**src/rtl/reorder_buffer_mc.sv**
```systemverilog
// Multi-commit reorder buffer: in-order retirement of up to COMMIT_WIDTH register writes per
// cycle, store handshake to the LSB and a registered flush on branch mispredict.
module reorder_buffer_mc #(
   parameter int unsigned ROB_BITS     = 3,
   parameter int unsigned COMMIT_WIDTH = 2,
   parameter int unsigned TYPE_BITS    = 2
) (
   input  logic                             i_clk,
   input  logic                             i_rst,
   input  logic                             i_rdy,
   input  logic                             i_alloc_valid,
   input  logic [TYPE_BITS-1:0]             i_alloc_type,
   input  logic [4:0]                       i_alloc_rd,
   input  logic [31:0]                      i_alloc_value,
   input  logic [31:0]                      i_alloc_pc,
   input  logic [31:0]                      i_alloc_jump_addr,
   input  logic                             i_alloc_ready,
   output logic                             o_full,
   output logic                             o_empty,
   output logic [ROB_BITS:0]                o_count,
   output logic [ROB_BITS-1:0]              o_head,
   output logic [ROB_BITS-1:0]              o_tail,
   input  logic                             i_wb0_valid,
   input  logic [ROB_BITS-1:0]              i_wb0_id,
   input  logic [31:0]                      i_wb0_value,
   input  logic                             i_wb1_valid,
   input  logic [ROB_BITS-1:0]              i_wb1_id,
   input  logic [31:0]                      i_wb1_value,
   output logic [COMMIT_WIDTH-1:0]          o_commit_valid,
   output logic [5*COMMIT_WIDTH-1:0]        o_commit_rd,
   output logic [32*COMMIT_WIDTH-1:0]       o_commit_value,
   output logic [ROB_BITS*COMMIT_WIDTH-1:0] o_commit_id,
   output logic                             o_set_dep_valid,
   output logic [4:0]                       o_set_dep_rd,
   output logic [ROB_BITS-1:0]              o_set_dep_id,
   output logic                             o_store_commit,
   output logic [ROB_BITS-1:0]              o_store_commit_id,
   input  logic [ROB_BITS-1:0]              i_query_id0,
   input  logic [ROB_BITS-1:0]              i_query_id1,
   output logic                             o_query_ready0,
   output logic                             o_query_ready1,
   output logic [31:0]                      o_query_value0,
   output logic [31:0]                      o_query_value1,
   output logic                             o_clear,
   output logic [31:0]                      o_next_pc
);

   localparam int unsigned DEPTH = 1 << ROB_BITS;
   localparam logic [TYPE_BITS-1:0] TypeR = TYPE_BITS'(0);
   localparam logic [TYPE_BITS-1:0] TypeB = TYPE_BITS'(1);
   localparam logic [TYPE_BITS-1:0] TypeS = TYPE_BITS'(2);

   logic                 r_busy  [DEPTH];
   logic                 r_ready [DEPTH];
   logic [TYPE_BITS-1:0] r_type  [DEPTH];
   logic [4:0]           r_rd    [DEPTH];
   logic [31:0]          r_value [DEPTH];
   logic [31:0]          r_pc    [DEPTH];
   logic [31:0]          r_jump  [DEPTH];
   logic [ROB_BITS-1:0]  r_head, r_tail;
   logic [ROB_BITS:0]    r_count;
   logic                 r_clear;
   logic [31:0]          r_next_pc;

   logic                w_live, w_full, w_alloc, w_mispredict, w_unused_pc;
   logic [ROB_BITS-1:0] w_head1;
   logic [1:0]          w_fire;
   logic [ROB_BITS-1:0] w_idx [2];
   logic [ROB_BITS:0]   w_ncommit;
   logic [ROB_BITS-1:0] w_qid [2];
   logic                w_qrdy [2];
   logic [31:0]         w_qval [2];

   always_comb begin
      w_full  = (r_count == (ROB_BITS+1)'(DEPTH));
      // Nothing allocates, writes back or retires while a flush is pending.
      w_live  = i_rdy && !r_clear;
      w_alloc = w_live && i_alloc_valid && !w_full;
      w_head1 = r_head + ROB_BITS'(1);
      w_idx[0] = r_head;
      w_idx[1] = w_head1;
      w_fire[0] = w_live && r_busy[r_head] && r_ready[r_head];
      w_fire[1] = (COMMIT_WIDTH == 2) && w_fire[0] && r_busy[w_head1] && r_ready[w_head1] &&
                  (r_type[r_head] == TypeR) && (r_type[w_head1] == TypeR);
      w_ncommit = (ROB_BITS+1)'(w_fire[0]) + (ROB_BITS+1)'(w_fire[1]);
      w_mispredict = w_fire[0] && (r_type[r_head] == TypeB) && !r_value[r_head][0];

      o_commit_valid = '0;
      o_commit_rd    = '0;
      o_commit_value = '0;
      o_commit_id    = '0;
      for (int k = 0; k < COMMIT_WIDTH; k++) begin
         if (w_fire[k] && (r_type[w_idx[k]] == TypeR) && (r_rd[w_idx[k]] != 5'd0)) begin
            o_commit_valid[k]                    = 1'b1;
            o_commit_rd[5*k +: 5]                = r_rd[w_idx[k]];
            o_commit_value[32*k +: 32]           = r_value[w_idx[k]];
            o_commit_id[ROB_BITS*k +: ROB_BITS]  = w_idx[k];
         end
      end

      o_store_commit    = w_fire[0] && (r_type[r_head] == TypeS);
      o_store_commit_id = o_store_commit ? r_head : '0;

      o_set_dep_valid = w_alloc && (i_alloc_type == TypeR) && (i_alloc_rd != 5'd0);
      o_set_dep_rd    = o_set_dep_valid ? i_alloc_rd : '0;
      o_set_dep_id    = o_set_dep_valid ? r_tail : '0;

      // Forwarding priority: stored result, then wb1, wb0, and finally the entry being allocated.
      w_qid[0] = i_query_id0;
      w_qid[1] = i_query_id1;
      for (int n = 0; n < 2; n++) begin
         w_qrdy[n] = 1'b0;
         w_qval[n] = '0;
         if (i_rdy) begin
            if (r_ready[w_qid[n]]) begin
               w_qrdy[n] = 1'b1;
               w_qval[n] = r_value[w_qid[n]];
            end else if (i_wb1_valid && (i_wb1_id == w_qid[n])) begin
               w_qrdy[n] = 1'b1;
               w_qval[n] = i_wb1_value;
            end else if (i_wb0_valid && (i_wb0_id == w_qid[n])) begin
               w_qrdy[n] = 1'b1;
               w_qval[n] = i_wb0_value;
            end else if (w_alloc && i_alloc_ready && (r_tail == w_qid[n])) begin
               w_qrdy[n] = 1'b1;
               w_qval[n] = i_alloc_value;
            end
         end
      end

      w_unused_pc = 1'b0;
      for (int i = 0; i < DEPTH; i++) begin
         w_unused_pc = w_unused_pc ^ (^r_pc[i]);
      end
   end

   assign o_query_ready0 = w_qrdy[0];
   assign o_query_ready1 = w_qrdy[1];
   assign o_query_value0 = w_qval[0];
   assign o_query_value1 = w_qval[1];
   assign o_full  = w_full;
   assign o_empty = (r_count == '0);
   assign o_count = r_count;
   assign o_head  = r_head;
   assign o_tail  = r_tail;
   assign o_clear = r_clear;
   assign o_next_pc = r_next_pc;

   always_ff @(posedge i_clk) begin
      if (i_rst) begin
         r_head    <= '0;
         r_tail    <= '0;
         r_count   <= '0;
         r_clear   <= 1'b0;
         r_next_pc <= '0;
         for (int i = 0; i < DEPTH; i++) begin
            r_busy[i]  <= 1'b0;
            r_ready[i] <= 1'b0;
         end
      end else if (i_rdy) begin
         if (r_clear) begin
            r_head  <= '0;
            r_tail  <= '0;
            r_count <= '0;
            r_clear <= 1'b0;
            for (int i = 0; i < DEPTH; i++) begin
               r_busy[i]  <= 1'b0;
               r_ready[i] <= 1'b0;
            end
         end else begin
            // wb1 is written last so it wins a same-id collision.
            if (i_wb0_valid && r_busy[i_wb0_id]) begin
               r_value[i_wb0_id] <= i_wb0_value;
               r_ready[i_wb0_id] <= 1'b1;
            end
            if (i_wb1_valid && r_busy[i_wb1_id]) begin
               r_value[i_wb1_id] <= i_wb1_value;
               r_ready[i_wb1_id] <= 1'b1;
            end
            if (w_alloc) begin
               r_busy[r_tail]  <= 1'b1;
               r_ready[r_tail] <= i_alloc_ready;
               r_type[r_tail]  <= i_alloc_type;
               r_rd[r_tail]    <= i_alloc_rd;
               r_value[r_tail] <= i_alloc_value;
               r_pc[r_tail]    <= i_alloc_pc;
               r_jump[r_tail]  <= i_alloc_jump_addr;
               r_tail          <= r_tail + ROB_BITS'(1);
            end
            for (int k = 0; k < COMMIT_WIDTH; k++) begin
               if (w_fire[k]) begin
                  r_busy[w_idx[k]]  <= 1'b0;
                  r_ready[w_idx[k]] <= 1'b0;
               end
            end
            r_head  <= r_head + ROB_BITS'(w_ncommit);
            r_count <= r_count + (ROB_BITS+1)'(w_alloc) - w_ncommit;
            if (w_mispredict) begin
               r_clear   <= 1'b1;
               r_next_pc <= r_jump[r_head];
            end
         end
      end
   end

endmodule

```
**config.mk**
```make
export PLATFORM = sky130hd
export DESIGN_NAME = reorder_buffer_mc
export DESIGN_NICKNAME = d
export VERILOG_FILES = /design/src/rtl/reorder_buffer_mc.sv
export SDC_FILE = /design/constraint.sdc
export NUM_CORES = 2
export LEC_CHECK = 0
export CAP_MARGIN = 25
export CORE_UTILIZATION = 45
export CTS_CLUSTER_SIZE = 10
export DETAILED_ROUTE_END_ITERATION = 16
export GPL_ROUTABILITY_DRIVEN = 0
export HOLD_SLACK_MARGIN = 0.1
export PLACE_DENSITY_LB_ADDON = 0.1
export SYNTH_ARGS = -nofsm -noshare
export SYNTH_HDL_FRONTEND = slang
export SYNTH_SLANG_ARGS = --single-unit
```
**constraint.sdc**
```tcl
create_clock -name i_clk -period 6.1 [get_ports i_clk]
set_clock_uncertainty 0.05 [all_clocks]
set_input_delay 1.22 -clock i_clk [delete_from_list [all_inputs] [get_ports i_clk]]
set_output_delay 1.22 -clock i_clk [all_outputs]
set_load 0.01 [all_outputs]
```
==> flow_results.org <==
** Outcome
- The flow ran to the end, and the final reports show no timing, DRC or antenna violations.

** Power and ir drop
- Worst voltage drop across the vdd grid :: 0.248 mV
- In this run the power density over the cells is 219 nW/um^2.
- Leakage power :: 13.9 nW

** Global routing
- Met1 Usage GRT :: 43.2%
- Global Route Usage Sum :: 35.1%
- Summed over all layers, the global routing overflow is 0.
- Number of global-route vias before repair :: 32800
- Top Usage Layer GRT :: met2
- The number of antenna violations at the first check in global routing is 14.
- The first global-routing pass estimated 227000 um of wire.
- For this run, global-route usage on met3 was measured as 9.81%.
- Maximum number of pins on one net before global-route repair :: 117
- Global routing used 55.4% of the available met2 tracks.

** Clock tree
- Clock-pin slew was measured on the worst setup and hold paths at 50 ps.
- The clock reaches the later pin of the worst-skew pair after 620 ps.
- Number of buffers inserted by hold repair at cts :: 0
- TritonCTS built the clock tree.
- The H-tree was split into 3 levels.
- Post-CTS sizing :: 0
- Number of buffers created by CTS :: 77
- Post-CTS Repair Setup Buffers :: 0
- The tree is rooted in a clkbuf_16.
- CTS sink count :: 630
- The clock passes through at most 3 buffers.

** Critical path
- Worst reg2reg setup slack :: 960 ps
- Cell family with the largest share of critical-path delay :: buffers and inverters
- CP cell instances :: ha_4, buf_4, nand2_1, o211ai_1, nor3_1, and4_2, a2111oi_2, clkdlybuf4s50_1
- Reg2Reg Launch Point :: o_head[0]
- Delay contributed by the slowest stage of the critical path :: 720 ps
- Worst-path fanout max :: 26
- The worst setup path is captured at a primary output.
- STA classifies the critical path startpoint as a register.
- Worst path bufs/invs :: 2
- Data on the critical path is required at its endpoint by 4830 ps.
- Kind of critical path :: reg2out
- Data on the critical path arrives at its endpoint at 4780 ps.
- Worst Reg-to-Reg Cells :: 15
- Worst R2R End :: o_count[2]
- Slowest cell on crit path :: clkdlybuf4s50_1

** STA
- Setup repair after global routing left no endpoint under its margin.
- The hold violation count in the final report is 0.
- In the final timing run, aggregate negative setup slack is 0 ps.
- The tightest hold path in the finished design has a slack of 421 ps.
- Max Transition Viols Final :: 0
- In this run the tightest slew margin relative to its limit is 21.4%.
- Based on the critical path, the design can be clocked at up to 165 MHz.
- The worst path uses 99.1% of the clock period.
- Setup violations, final :: 0
- Post-layout worst setup margin :: 53.1 ps
- Actual transition at the worst max-transition pin :: 1180 ps
- For the finished layout, the period the worst path requires is 6050 ps.

** Routing
- Wires add up to 160000 um.
- After detailed routing, the number of vias per cell comes to 7.15.
- Vias :: 33700
- After detailed routing, the number of remaining DRC violations is 0.
- In this run, the number of DRC markers left after iteration 0 of detailed routing was 5127.
- ANT nets after route :: 0
- In the final routed layout, each cell accounts on average for 33.9 um.
- The first detailed-routing pass ran for 8 iterations.

** Yosys
- Synthesis Warnings :: 0
- Post-synthesis simple-gate area fraction :: 10.6%
- Synth area leader :: edfxtp_1
- Synth Area in XOR/XNOR :: 0.529%
- Count of flip-flops with a built-in enable after synthesis :: 568
- In the post-synthesis netlist, the biggest area contributors are edfxtp_1 (43%), mux4_2 (14%), mux2i_1 (5.8%).
- Synthesis produced a netlist with a net count of 3603.
- Number of flip-flops and latches in the synthesized netlist :: 630
- Number of unique standard cell types used by synthesis :: 95
- After synthesis, the largest family of logic cells by area is multiplexers.
- The top cell type by area accounts for 43.5% of the synthesized area.
- Summing the areas of all compound-gate instances in the mapped netlist gives 15.1% of the synthesized area.
- Average cell area after synthesis :: 11.5 sq um
- Async set-or-reset flop fraction in the synthesized netlist :: 0%
- Summing the areas of all fa, ha and maj instances in the mapped netlist gives 0.453% of the synthesized area.
- Portion of netlist area occupied by mux cells :: 21.7%
- The synthesized netlist occupies a cell area of 39200 sq um.
- The most used flip-flop cell after synthesis is edfxtp_1.
- The cell count after synthesis came out at 3404.
- After synthesis, flip-flops and latches occupy 46.6% of the total area.

** Finish
- Combined area of the multi-input logic cells :: 19200 sq um
- In the final layout, the share of cells above drive strength 1 is 16.7%.
- Across the whole layout, storage elements account for 18300 sq um.
- Most frequent standard cell in the layout excluding fill and tap cells :: edfxtp_1
- The top cell types in the final layout, fill and taps aside, are edfxtp_1 (568), nand2_1 (449), clkdlybuf4s50_1 (350).
- Layout filler cell count :: 7171
- The final layout contains 3709 nets.
- Syn-to-layout area delta :: 17.3%

** Flow run
- Max-cap violations in this run came to 0.

** Floorplanning
- The total area inside the core boundary comes to 85800 sq um.
- The die covers 88400 sq um.
- Initial core utilization :: 45.7%
- Number of ports placed on the die boundary :: 392
- Measured along the y axis, the die boundary spans 297 um.
- Num rows :: 107
- Horizontal extent of the die :: 297 um

** Placed design
- Buffers placed on the I/O ports in this run total 359.
- Worst setup slack after placement :: 620 ps
- Half-perimeter wire length after detailed placement :: 94300 um

** Min path
- Along the worst hold path, the cell count comes to 1.
- Path type of the worst min-delay path :: reg2reg
- The worst hold path begins at o_next_pc[14].
- For hold timing, the worst endpoint is o_next_pc[14].
[through the flow]
step / area (sq um) / power [W] / utilization, % / std cells
CTS: 46000 / 0.0101 / 53.5 / 4706
floorplan: 39200 / 0.00542 / - / 3404
detailed placement: 43700 / 0.00583 / 50.9 / 4572
finish: 46000 / 0.0101 / 53.6 / 4714
global placement: 43600 / 0.00581 / 50.9 / 4571
global route: 46000 / 0.0103 / 53.6 / 4712
[worst max-delay path by stage]
stage	startpoint	end	slack, ps	cells after the start
6_report	o_head[0]	o_commit_value[61]	50	8
5_1_grt	o_head[0]	o_commit_value[34]	20	9
4_1_cts	o_head[0]	o_commit_value[34]	110	9
3_5_place_dp	i_wb0_id[1]	o_query_value1[31]	620	9
3_3_place_gp	i_alloc_valid	o_query_value0[29]	620	9
2_1_floorplan	i_wb0_id[2]	r_value[0][0]	890	5
[logic make-up (layout without fill, tap and decap cells)]
kind of cell,after synthesis,in the layout
xor+xnor,22,22
compound gates,865,865
fa+ha+maj,13,13
other cells,0,5
simple gates,893,893
mux,513,513
flops,630,630
buf+inv,468,629
[worst reg2reg max path: stages (launching register included)]
cell     delay, ps
dfxtp_4        580
ha_4           350
buf_4          560
nand2_1        510
nor3_2         320
buf_12         370
or2_1          480
inv_1          100
ha_1           350
ha_1           290
inv_1           40
ha_1           200
fa_1           440
xor2_1         180
a22oi_1        160
nor2_1          50
[Yosys cell counts (62+ instances only)]
master,number
nor2_1,170
o311ai_0,67
mux2i_1,229
edfxtp_1,568
o21ai_0,219
a32oi_1,193
a22oi_1,74
a21oi_1,174
nand2_1,451
clkbuf_1,280
mux4_2,247
buf_1,76
buf_2,72
nand3_1,74
dfxtp_1,62
[metal layers]
| metal | routed length (um) | part of all wire [%] | vias to the layer above |
|---|---|---|---|
| met5 | 118 | 0.074 | - |
| met4 | 9890 | 6.2 | 20 |
| met1 | 55600 | 35 | 16500 |
| li1 | - | - | 13700 |
| met2 | 73300 | 46 | 2767 |
| met3 | 20700 | 13 | 698 |
[state kept, by name, indices dropped and copies added, names as in the netlist, named ones only]
name and flops:
o_clear 1, o_count 4, o_head 3, o_next_pc 32
o_tail 3, r_busy 8, r_jump 256, r_rd 40
r_ready 8, r_type 16, r_value 256
[layout make-up]
cell class | instances | area share (%)
Timing Repair Buffer | 472 | 10.1
Multi-Input combinational cell | 2306 | 41.8
Clock inverter | 15 | 0.405
Clock buffer | 119 | 4.57
Tap cell | 1144 | 3.11
Inverter | 23 | 0.204
Antenna cell | 5 | 0.0272
Sequential cell | 630 | 39.8
[report_power, final]
group          internal, W  switching, W
clock network      0.00250       0.00181
logic             0.000414      0.000594
registers          0.00474     0.0000264
total              0.00765       0.00243
No activity file was read; power rests on OpenSTA's default activity.
